## config.mk

```make
export PLATFORM = sky130hd
export DESIGN_NAME = wide_fifo_axis_reader_flat
export DESIGN_NICKNAME = d
export VERILOG_FILES = /design/src/rtl/wide_fifo_axis_reader_pkg.sv /design/src/rtl/wide_fifo_axis_reader_if.sv /design/src/rtl/wide_fifo_axis_reader_axis_skid_buffer.sv /design/src/rtl/wide_fifo_axis_reader.sv /design/src/flat_wrapper.sv
export SDC_FILE = /design/constraint.sdc
export NUM_CORES = 2
export LEC_CHECK = 0
export CAP_MARGIN = 25
export CORE_MARGIN = 5
export CORE_UTILIZATION = 31
export DETAILED_ROUTE_END_ITERATION = 10
export SLEW_MARGIN = 20
export SYNTH_ARGS = -nofsm -noshare
export SYNTH_HDL_FRONTEND = slang
export SYNTH_SLANG_ARGS = --single-unit
export TNS_END_PERCENT = 50
```

## constraint.sdc

```tcl
create_clock -name clk -period 5.85 [get_ports clk]
set_input_delay 0.8775 -clock clk [delete_from_list [all_inputs] [get_ports clk]]
set_output_delay 0.8775 -clock clk [all_outputs]
set_load 0.02 [all_outputs]
```

## src/rtl/wide_fifo_axis_reader_pkg.sv

```systemverilog
`default_nettype none
// ============================================================================
// Module   : wide_fifo_axis_reader_pkg
// Brief    : Shared sideband bit positions and state encodings for the wide
//            FIFO writer/reader pair.
// Revision : 1.0 - initial release
// ============================================================================
package wide_fifo_axis_reader_pkg;

  // Sideband (FIFO_DOP) field positions, shared with the upstream writer
  localparam int IDX_LSB  = 0;
  localparam int IDX_W    = 6;
  localparam int LAST_BIT = 6;
  localparam int DROP_BIT = 7;
  localparam int USER_LSB = 8;

  // Packet-level read state
  typedef enum logic [1:0] {
    ST_FIRST = 2'd0,
    ST_PASS  = 2'd1,
    ST_DROP  = 2'd2
  } rd_state_t;

endpackage
`default_nettype wire

```

## src/rtl/wide_fifo_axis_reader_if.sv

```systemverilog
`default_nettype none
// ============================================================================
// Module   : wide_fifo_axis_reader_if
// Brief    : FWFT FIFO read port plus AXI4-Stream master bundle.
//            master = the reader block, slave = FIFO/sink environment.
// Revision : 1.0 - initial release
// ============================================================================
interface wide_fifo_axis_reader_if #(
  parameter int C_NUMBER_FIFOS = 4,
  parameter int C_TUSER_WIDTH  = 8 * C_NUMBER_FIFOS - 8
);
  localparam int C_DW = 64 * C_NUMBER_FIFOS;
  localparam int C_KW = 8 * C_NUMBER_FIFOS;

  logic [C_DW-1:0]          fifo_do;
  logic [C_KW-1:0]          fifo_dop;
  logic                     fifo_empty;
  logic                     fifo_rden;
  logic [C_DW-1:0]          m_axis_tdata;
  logic [C_KW-1:0]          m_axis_tkeep;
  logic [C_TUSER_WIDTH-1:0] m_axis_tuser;
  logic                     m_axis_tlast;
  logic                     m_axis_tvalid;
  logic                     m_axis_tready;

  modport master (
    input  fifo_do, fifo_dop, fifo_empty,
    output fifo_rden,
    output m_axis_tdata, m_axis_tkeep, m_axis_tuser, m_axis_tlast, m_axis_tvalid,
    input  m_axis_tready
  );

  modport slave (
    output fifo_do, fifo_dop, fifo_empty,
    input  fifo_rden,
    input  m_axis_tdata, m_axis_tkeep, m_axis_tuser, m_axis_tlast, m_axis_tvalid,
    output m_axis_tready
  );

endinterface
`default_nettype wire

```

## src/rtl/wide_fifo_axis_reader_axis_skid_buffer.sv

```systemverilog
`default_nettype none
// ============================================================================
// Module   : axis_skid_buffer
// Brief    : 2-entry in-order buffer with registered output valid. Slot 0 is
//            always the presented word; slot 1 holds the overflow word.
// Revision : 1.0 - initial release
// ============================================================================
module axis_skid_buffer #(
  parameter int C_WIDTH = 8
) (
  input  wire                clk,
  input  wire                rst_n,
  input  wire                i_in_valid,
  output logic               o_in_ready,
  input  wire  [C_WIDTH-1:0] i_in_data,
  output logic               o_out_valid,
  input  wire                i_out_ready,
  output logic [C_WIDTH-1:0] o_out_data,
  output logic [1:0]         o_occ
);

  logic [C_WIDTH-1:0] r_slot0;
  logic [C_WIDTH-1:0] r_slot1;
  logic [1:0]         r_occ;
  logic               r_valid;
  logic               w_push;
  logic               w_pop;

  // Ready depends only on registered occupancy, never on the downstream ready
  assign o_in_ready  = (r_occ != 2'd2);
  assign w_push      = i_in_valid & o_in_ready;
  assign w_pop       = r_valid & i_out_ready;
  assign o_out_valid = r_valid;
  assign o_out_data  = r_slot0;
  assign o_occ       = r_occ;

  // Occupancy-driven slot update; simultaneous push/pop keeps the count
  always_ff @(posedge clk or negedge rst_n) begin
    if (!rst_n) begin
      r_slot0 <= '0;
      r_slot1 <= '0;
      r_occ   <= 2'd0;
      r_valid <= 1'b0;
    end else begin
      case (r_occ)
        2'd0: begin
          if (w_push) begin
            r_slot0 <= i_in_data;
            r_occ   <= 2'd1;
            r_valid <= 1'b1;
          end
        end
        2'd1: begin
          case ({w_push, w_pop})
            2'b11: r_slot0 <= i_in_data;
            2'b10: begin
              r_slot1 <= i_in_data;
              r_occ   <= 2'd2;
            end
            2'b01: begin
              r_occ   <= 2'd0;
              r_valid <= 1'b0;
            end
            default: ;
          endcase
        end
        2'd2: begin
          if (w_pop) begin
            r_slot0 <= r_slot1;
            r_occ   <= 2'd1;
          end
        end
        default: begin
          r_occ   <= 2'd0;
          r_valid <= 1'b0;
        end
      endcase
    end
  end

endmodule
`default_nettype wire

```

## src/rtl/wide_fifo_axis_reader.sv

```systemverilog
`default_nettype none
// ============================================================================
// Module   : wide_fifo_axis_reader
// Brief    : Drains an FWFT wide FIFO onto an AXI4-Stream master. Decodes the
//            per-word sideband, discards flagged packets and keeps packet,
//            drop and malformed-word statistics.
// Revision : 1.0 - initial release
// ============================================================================
module wide_fifo_axis_reader
  import wide_fifo_axis_reader_pkg::*;
#(
  parameter int C_NUMBER_FIFOS = 4,
  parameter int C_TUSER_WIDTH  = 8 * C_NUMBER_FIFOS - 8,
  parameter int C_COUNT_WIDTH  = 32
) (
  input  wire                      clk,
  input  wire                      rst_n,
  wide_fifo_axis_reader_if.master  bus,
  output logic [C_COUNT_WIDTH-1:0] o_pkt_count,
  output logic [C_COUNT_WIDTH-1:0] o_drop_count,
  output logic [C_COUNT_WIDTH-1:0] o_err_count
);

  localparam int         C_DW        = 64 * C_NUMBER_FIFOS;
  localparam int         C_KW        = 8 * C_NUMBER_FIFOS;
  localparam int         C_PW        = C_TUSER_WIDTH + 1 + C_KW + C_DW;
  localparam logic [6:0] C_KW7       = 7'(C_KW);
  localparam logic [6:0] C_LAST_IDX7 = 7'(C_KW - 1);
  localparam logic [5:0] C_LAST_IDX6 = 6'(C_KW - 1);

  rd_state_t                r_state;
  logic [C_COUNT_WIDTH-1:0] r_pkt_count;
  logic [C_COUNT_WIDTH-1:0] r_drop_count;
  logic [C_COUNT_WIDTH-1:0] r_err_count;

  logic [IDX_W-1:0]         w_idx;
  logic [6:0]               w_idx_ext;
  logic                     w_idx_big;
  logic [5:0]               w_idx_clamp;
  logic                     w_last;
  logic                     w_drop;
  logic [C_TUSER_WIDTH-1:0] w_user;
  logic [C_KW-1:0]          w_keep;
  logic                     w_malformed;
  logic                     w_head_drop;
  logic                     w_rden;
  logic                     w_fwd;
  logic                     w_push;
  logic                     w_in_ready;
  logic                     w_out_valid;
  logic [C_PW-1:0]          w_out_data;
  logic [1:0]               w_occ;
  logic                     w_beat_last;

  // ---- Head-word sideband decode ----
  assign w_idx     = bus.fifo_dop[IDX_LSB +: IDX_W];
  assign w_last    = bus.fifo_dop[LAST_BIT];
  assign w_drop    = bus.fifo_dop[DROP_BIT];
  assign w_user    = bus.fifo_dop[USER_LSB +: C_TUSER_WIDTH];
  assign w_idx_ext = {1'b0, w_idx};
  assign w_idx_big = (w_idx_ext >= C_KW7);

  // Out-of-range end index is clamped to the top byte and flagged malformed
  assign w_idx_clamp = w_idx_big ? C_LAST_IDX6 : w_idx;
  assign w_malformed = w_last ? w_idx_big : (w_idx_ext != C_LAST_IDX7);

  // Byte enables: bits 0..index on the last word, all ones otherwise
  for (genvar gi = 0; gi < C_KW; gi++) begin : g_keep
    assign w_keep[gi] = ~w_last | (7'(gi) <= {1'b0, w_idx_clamp});
  end

  // Drop flag only matters on a packet's first word; DROP swallows the rest
  assign w_head_drop = (r_state == ST_DROP) || ((r_state == ST_FIRST) && w_drop);

  // Discarded words bypass the buffer, so they are popped even when it is full
  assign w_rden = rst_n & ~bus.fifo_empty & ((w_occ != 2'd2) | w_head_drop);
  assign w_fwd  = w_rden & ~w_head_drop;
  assign w_push = w_fwd & w_in_ready;

  assign bus.fifo_rden = w_rden;

  axis_skid_buffer #(
    .C_WIDTH (C_PW)
  ) u_skid (
    .clk         (clk),
    .rst_n       (rst_n),
    .i_in_valid  (w_push),
    .o_in_ready  (w_in_ready),
    .i_in_data   ({w_user, w_last, w_keep, bus.fifo_do}),
    .o_out_valid (w_out_valid),
    .i_out_ready (bus.m_axis_tready),
    .o_out_data  (w_out_data),
    .o_occ       (w_occ)
  );

  assign {bus.m_axis_tuser, bus.m_axis_tlast, bus.m_axis_tkeep, bus.m_axis_tdata} = w_out_data;
  assign bus.m_axis_tvalid = w_out_valid;
  assign w_beat_last       = w_out_valid & bus.m_axis_tready & w_out_data[C_DW + C_KW];

  // Packet state machine; single-word discarded packets count as drops too
  always_ff @(posedge clk or negedge rst_n) begin
    if (!rst_n) begin
      r_state      <= ST_FIRST;
      r_drop_count <= '0;
    end else if (w_rden) begin
      case (r_state)
        ST_FIRST: begin
          if (w_drop) begin
            if (w_last) r_drop_count <= r_drop_count + 1'b1;
            else        r_state      <= ST_DROP;
          end else if (!w_last) begin
            r_state <= ST_PASS;
          end
        end
        ST_PASS: begin
          if (w_last) r_state <= ST_FIRST;
        end
        ST_DROP: begin
          if (w_last) begin
            r_state      <= ST_FIRST;
            r_drop_count <= r_drop_count + 1'b1;
          end
        end
        default: r_state <= ST_FIRST;
      endcase
    end
  end

  // Malformed words are counted as they are forwarded into the buffer
  always_ff @(posedge clk or negedge rst_n) begin
    if (!rst_n)                    r_err_count <= '0;
    else if (w_push && w_malformed) r_err_count <= r_err_count + 1'b1;
  end

  // Forwarded packets are counted on the accepted last beat
  always_ff @(posedge clk or negedge rst_n) begin
    if (!rst_n)          r_pkt_count <= '0;
    else if (w_beat_last) r_pkt_count <= r_pkt_count + 1'b1;
  end

  assign o_pkt_count  = r_pkt_count;
  assign o_drop_count = r_drop_count;
  assign o_err_count  = r_err_count;

endmodule
`default_nettype wire
```

## src/flat_wrapper.sv

```systemverilog
// flat-port wrapper written by rule: the top's interface ports become plain ports
module wide_fifo_axis_reader_flat import wide_fifo_axis_reader_pkg::*;
#(
  parameter int C_NUMBER_FIFOS = 4,
  parameter int C_TUSER_WIDTH  = 8 * C_NUMBER_FIFOS - 8,
  parameter int C_COUNT_WIDTH  = 32
)
  (clk, rst_n, o_pkt_count, o_drop_count, o_err_count, bus_fifo_do, bus_fifo_dop, bus_fifo_empty, bus_fifo_rden, bus_m_axis_tdata, bus_m_axis_tkeep, bus_m_axis_tuser, bus_m_axis_tlast, bus_m_axis_tvalid, bus_m_axis_tready);
  wide_fifo_axis_reader_if #(.C_NUMBER_FIFOS(C_NUMBER_FIFOS), .C_TUSER_WIDTH(C_TUSER_WIDTH)) bus_i ();
  input  wire clk;
  input  wire rst_n;
  output logic [C_COUNT_WIDTH-1:0] o_pkt_count;
  output logic [C_COUNT_WIDTH-1:0] o_drop_count;
  output logic [C_COUNT_WIDTH-1:0] o_err_count;
  input wire logic [$bits(bus_i.fifo_do)-1:0] bus_fifo_do;
  input wire logic [$bits(bus_i.fifo_dop)-1:0] bus_fifo_dop;
  input wire logic [$bits(bus_i.fifo_empty)-1:0] bus_fifo_empty;
  output wire logic [$bits(bus_i.fifo_rden)-1:0] bus_fifo_rden;
  output wire logic [$bits(bus_i.m_axis_tdata)-1:0] bus_m_axis_tdata;
  output wire logic [$bits(bus_i.m_axis_tkeep)-1:0] bus_m_axis_tkeep;
  output wire logic [$bits(bus_i.m_axis_tuser)-1:0] bus_m_axis_tuser;
  output wire logic [$bits(bus_i.m_axis_tlast)-1:0] bus_m_axis_tlast;
  output wire logic [$bits(bus_i.m_axis_tvalid)-1:0] bus_m_axis_tvalid;
  input wire logic [$bits(bus_i.m_axis_tready)-1:0] bus_m_axis_tready;
  assign bus_i.fifo_do = bus_fifo_do;
  assign bus_i.fifo_dop = bus_fifo_dop;
  assign bus_i.fifo_empty = bus_fifo_empty;
  assign bus_fifo_rden = bus_i.fifo_rden;
  assign bus_m_axis_tdata = bus_i.m_axis_tdata;
  assign bus_m_axis_tkeep = bus_i.m_axis_tkeep;
  assign bus_m_axis_tuser = bus_i.m_axis_tuser;
  assign bus_m_axis_tlast = bus_i.m_axis_tlast;
  assign bus_m_axis_tvalid = bus_i.m_axis_tvalid;
  assign bus_i.m_axis_tready = bus_m_axis_tready;
  wide_fifo_axis_reader #(.C_NUMBER_FIFOS(C_NUMBER_FIFOS), .C_TUSER_WIDTH(C_TUSER_WIDTH), .C_COUNT_WIDTH(C_COUNT_WIDTH)) u_core (.clk(clk), .rst_n(rst_n), .bus(bus_i), .o_pkt_count(o_pkt_count), .o_drop_count(o_drop_count), .o_err_count(o_err_count));
endmodule
```

Yosys cells after proc, flatten, opt, wreduce, memory -nomap -nowiden
Cells that the tools add are included.

word-level totals
  register bits after elaboration = 727
  output and inout port bits = 411
  word-level logic and storage cells = 138

operators by class
  equality and inequality tests = 17
  reductions and logical operators = 14
  bitwise logic cells = 43
  magnitude comparators = 32
  multiplexer cells = 21
  add/sub/neg operators = 3

operators by type and width
  operator               count
  $mux 313               3
  $pmux 313 s3           1
  $add 32x1->32 const B  3
  $le 5x6->1 const A     16
  $mux 32                2
  $pmux 32 s2            1
  $le 4x6->1 const A     8
  $or 1x1->1             32
  $le 3x6->1 const A     4
  $le 2x6->1 const A     2
  $mux 2                 6
  $ne 2x2->1 const B     6
  $reduce_and 3->1       4
  $eq 2x2->1 const B     4
  $pmux 2 s2             2
  $and 1x1->1            7
  $eq 2x1->1 const B     3
  $ge 6x6->1 const B     1
  $le 1x6->1 const A     1
  $mux 6                 1
  $ne 6x5->1 const B     1
  $pmux 2 s3             1
  $logic_not 2->1        2
  $ne 2x1->1 const B     2
  other kinds (11)       17

Depth between registers and ports, before layout
  depth after elaboration = 11
  gate-level depth with buffers = 10
  mapped depth without buffers = 7

Modules after synthesis
Synthesis repeated with hierarchy kept, for this count alone.

unflattened totals
  cell total of the unflattened synthesis = 2159
  area, all modules = 33001.7 µm²

by module, submodules not included
  module                 instances  area each (µm²)  seq. area each (µm²)  cells an instance
  axis_skid_buffer       1          28182.0          15740.1               1687
  wide_fifo_axis_reader  1          4819.6           2452.4                472

Worst setup path before layout
No wires, ideal clock.

  kind = input -> output
  start point = input bus_fifo_dop[7]
  end point = output bus_fifo_rden
  buffers on the path = 0
  data required time = 4973 ps
  stages = 3
  data arrival time = 1572 ps
  path slack = 3401 ps
  cell sequence = a21o_1 -> o21ai_0 -> inv_1

between the ends
  cells in the longest elaborated chain, start to end = 4

ends and longest elaborated chain
  item                line                         text
  start: declaration  flat_wrapper.sv:16           input wire logic [$bits(bus_i.fifo_dop)-1:0] bus_fifo_dop;
  $logic_and 1x1->1   wide_fifo_axis_reader.sv:73  assign w_head_drop = (r_state == ST_DROP) || ((r_state == ST_FIRST) && w_drop);
  $logic_or 1x1->1    wide_fifo_axis_reader.sv:73
  $or 1x1->1          wide_fifo_axis_reader.sv:76  assign w_rden = rst_n & ~bus.fifo_empty & ((w_occ != 2'd2) | w_head_drop);
  $and 1x1->1         wide_fifo_axis_reader.sv:76
  end: declaration    flat_wrapper.sv:18           output wire logic [$bits(bus_i.fifo_rden)-1:0] bus_fifo_rden;

No other way between the ends.

Final worst setup path
  start point = register u_core.u_skid.r_occ[1], in the netlist u_core.u_skid.o_occ[1]
  end point = output bus_fifo_rden

between the ends
  cells in the longest elaborated chain, start to end = 3

ends and longest elaborated chain
  item                      line                                          text
  start: declaration        wide_fifo_axis_reader_axis_skid_buffer.sv:24  logic [1:0] r_occ;
  start signal: assignment  wide_fifo_axis_reader_axis_skid_buffer.sv:42  r_occ <= 2'd0;
  start signal: assignment  wide_fifo_axis_reader_axis_skid_buffer.sv:49  r_occ <= 2'd1;
  start signal: assignment  wide_fifo_axis_reader_axis_skid_buffer.sv:58  r_occ <= 2'd2;
  $ne 2x2->1                wide_fifo_axis_reader.sv:76
  $or 1x1->1                wide_fifo_axis_reader.sv:76
  $and 1x1->1               wide_fifo_axis_reader.sv:76

No other way between the ends.

==> results.md <==
- Syn Inst Count: between 2000 and 3000
- Reg-to-Reg Start: u_core.r_state[1]$_DFFE_PN0P_
- Pre-CTS WS: 2.10 ns
- RSZ-0062 raised after global routing: false
- Cell area after synthesis: 0.0305 mm^2
- Main area contributors after synthesis: dfrtp_1, mux2_2, nand2_1, a31oi_1, nor2_1
- Worst setup margin: between 2 and 2.5 ns
- Core ar.: 0.0980 mm^2
- Fmax: 0.273 GHz
- Max-Slew Margin vs Limit: 15.9%
- Period utilization: 62.6%
- Total power: about 21 mW
- Via density: 4.75
- Worst VDD drop: between 200 and 300 uV
- # setup viols final: 0
- Fillers: 9331
- Critical Path, Cell by Cell: nand2b_4 > o21ai_0 > inv_1 > clkdlybuf4s50_1
- Total grt overflow: 0
- Area growth, synth to finish: 36.1%
- CTS tree: built
- Crit start category: flip-flop
- FP Rows: 115
- Synth top area share: 59.6%
- Post-CTS setup buffers: 0
- Hpwl dp: 60.7 mm
- Total Die Area: 0.105 mm^2
- Starting Density: 31.1%
- Crit path DAT: approximately 2.8 ns
- # hold bufs at CTS: 0
- Share of layout cells above drive strength 1: 13.2%
- Latest clock arrival within the worst-skew pair: roughly 0.64 ns
- Crit. Startpoint: u_core.u_skid.o_occ[1]$_DFFE_PN0P_
- Total I/O pin count: 703
- Post-CTS Resized: 0
- Share of synthesized flip-flops with an asynchronous set or reset: 100%
- CTS Root Cell: clkbuf_16
- Layout Cell Area excl Fill: 0.0415 mm^2
- Post-layout nets: 3796
- CP Max Fanout: 25
- Crit path max-delay family: buffers and inverters
- TNS Setup: 0 ns
- Commonest cells in the netlist: dfrtp_1, nand2_1, nor2_1
- Max Slew Vio Count: 0
- EDFF count, synth: 0
- Status: complete, no violations
- Multi-input gate area: 0.0114 mm^2
- Worst Path Buf+Inv: 2
- P_leak: 17.3 nW
- Critical Path Max Stage Delay: 0.60 ns
- Area leader, netlist: dfrtp_1
- Post-route ant nets: 0
- Cts bufs inserted: 85
- Hold slack: 0.120 ns
- Die width: 324 um
- Skew final: between 0.02 and 0.025 ns
- Die H: around 320 um
- Post-Syn Area per Cell: 10.6 um^2
- Yosys warns: 0
- Critical Path Slowest Stage Cell: dfrtp_1
- Crit Path Category: flip-flop to output port
- Worst Tran Pin Value: 1.26 ns
- Max Root-Sink Buffers: 3
- First-pass GRT wire length: 138 mm
- Drc violations: 0
- Crit path capture type: output port
- Clock Pin Slew Worst Setup and Hold Paths: 0.06 ns
- Largest net degree at the start of global routing: about 190
- Clock Sinks: 727
- H-tree depth: 3
- Flip-flop and latch area: 0.0182 mm^2
- Final Hold Vio Count: 0
- Initial antenna violation count: 18
- Avg WL per Cell: 18.7 um
- DR vias: 23100
- Worst path required time: 4.97 ns
- Seq cells post-synth: 727
- Synth Flop Type: dfrtp_1
- Vias in the first global route: 22700
- Post-synthesis cell type count: 56
- GRT Total Usage: 16.7%
- GPL Wtd Cong: slightly above 0.8
- Area of placed instances: 0.0387 mm^2
- Most frequent cell after synthesis: dfrtp_1
- Buffers on Ports: 702
- WL final: 90.7 mm
- Minimum clock period: between 3 and 4 ns
- Pwr/cell area: 515 mW/mm^2
- Max_cap viols: 0
- Seq/Total Area, Yosys: 59.6%
- Synth Net Count: 3169
- Starting DRT DRC Count: ~1500
- Iteration count of the initial detailed-routing pass: 5
- Worst min-delay path category: input pin to asynchronous set/reset pin
-- sequential cells by signal (all words and copies together), names as in the netlist --
register and count:
u_core.u_skid.o_out_data 313, u_core.u_skid.r_slot1 313, u_core.o_drop_count 32, u_core.o_err_count 32, u_core.o_pkt_count 32, u_core.r_state 2, u_core.u_skid.o_occ 2, u_core.u_skid.o_out_valid 1
-- worst reg2reg max path, cell delays in order, from the launching register on --
cell and delay [ns]:
dfrtp_1 0.39, inv_1 0.06, ha_1 0.26, a21oi_2 0.25, nand2_1 0.27, o31ai_4 0.36, buf_12 0.30, buf_12 0.45
a31oi_1 0.58
-- final timing paths --
kind	endpoint	slack (ns)	depth (start not counted)
min	u_core.o_drop_count[6]$_DFFE_PN0P_	0.12	1
max reg2reg	u_core.u_skid.o_out_data[157]$_DFFE_PN0P_	2.77	8
min in group clk	u_core.u_skid.r_slot1[256]$_DFFE_PN0P_	0.47	1
min reg2reg	u_core.u_skid.r_slot1[256]$_DFFE_PN0P_	0.47	1
max in group asynchronous	u_core.u_skid.o_out_data[134]$_DFFE_PN0P_	3.00	5
max	bus_fifo_rden	2.19	4
-- stage by stage --
step           utilization (%)  cells
2_1_floorplan                -   2872
3_3_place_gp              39.5   4698
3_5_place_dp              39.5   4698
4_1_cts                   42.3   4849
5_1_grt                   42.4   4859
6_report                  42.4   4860
-- cell families after synthesis --
group	after synthesis	share of synthesized area, %
AO/OA/AOI/OAI	416	8.40
XOR/XNOR	93	2.67
adder cells (fa/ha/maj)	5	0.205
buffers and inverters	199	3.05
flip-flops	727	59.6
multiplexers	286	10.6
AND/OR/NAND/NOR	1146	15.5
-- cell type report --
class | instances | share of cell area (%)
antenna | 10 | 0.0603
clock buffer | 128 | 6.07
clock inverter | 23 | 0.660
inverter | 9 | 0.0813
multi-input combinational | 1946 | 27.5
sequential | 727 | 43.8
tap | 1287 | 3.88
timing repair buffer | 730 | 17.9
-- where the power goes --
part / internal, mW / leakage (nW) / total (mW) / switching [mW]
sequential: 7.17 / 8.59 / 8.34 / 1.17
combinational: 3.67 / 7.36 / 7.71 / 4.04
clock: 3.19 / 1.37 / 5.33 / 2.14
total: 14.0 / 17.3 / 21.4 / 7.35
-- routing by layer --
| metal | up-vias | wire, um | global-route usage (%) | part of all wire [%] |
|---|---|---|---|---|
| met5 | - | 66 | 0 | 0.073 |
| met4 | 10 | 2400 | 5.75 | 2.6 |
| met3 | 138 | 8100 | 6.27 | 8.9 |
| met2 | 596 | 43300 | 27.1 | 48 |
| met1 | 11300 | 36800 | 20.7 | 41 |
| li1 | 11100 | - | - | - |
-- layout by cell type (no fill, tap or decap), types with 4 or more instances in the layout --
cell / count
or2_2: 5
nor4_1: 4
xnor2_1: 68
o211ai_1: 8
nor3_1: 8
nor2_1: 368
clkinv_2: 10
xor2_1: 25
ha_1: 5
clkbuf_1: 23
and4_1: 8
buf_4: 12
and2_1: 5
mux2_2: 285
buf_12: 15
diode_2: 10
dfrtp_1: 727
nand3_1: 43
and3_1: 19
o21a_1: 5
clkbuf_16: 88
inv_1: 9
clkdlybuf4s50_1: 701
o21ai_0: 39
bufinv_16: 5
nand2_1: 627
or3_1: 4
nand4_1: 21
a31oi_1: 300
clkbuf_8: 17
nand2b_1: 4
a21oi_1: 53
No activity file was read; power rests on OpenSTA's default activity.
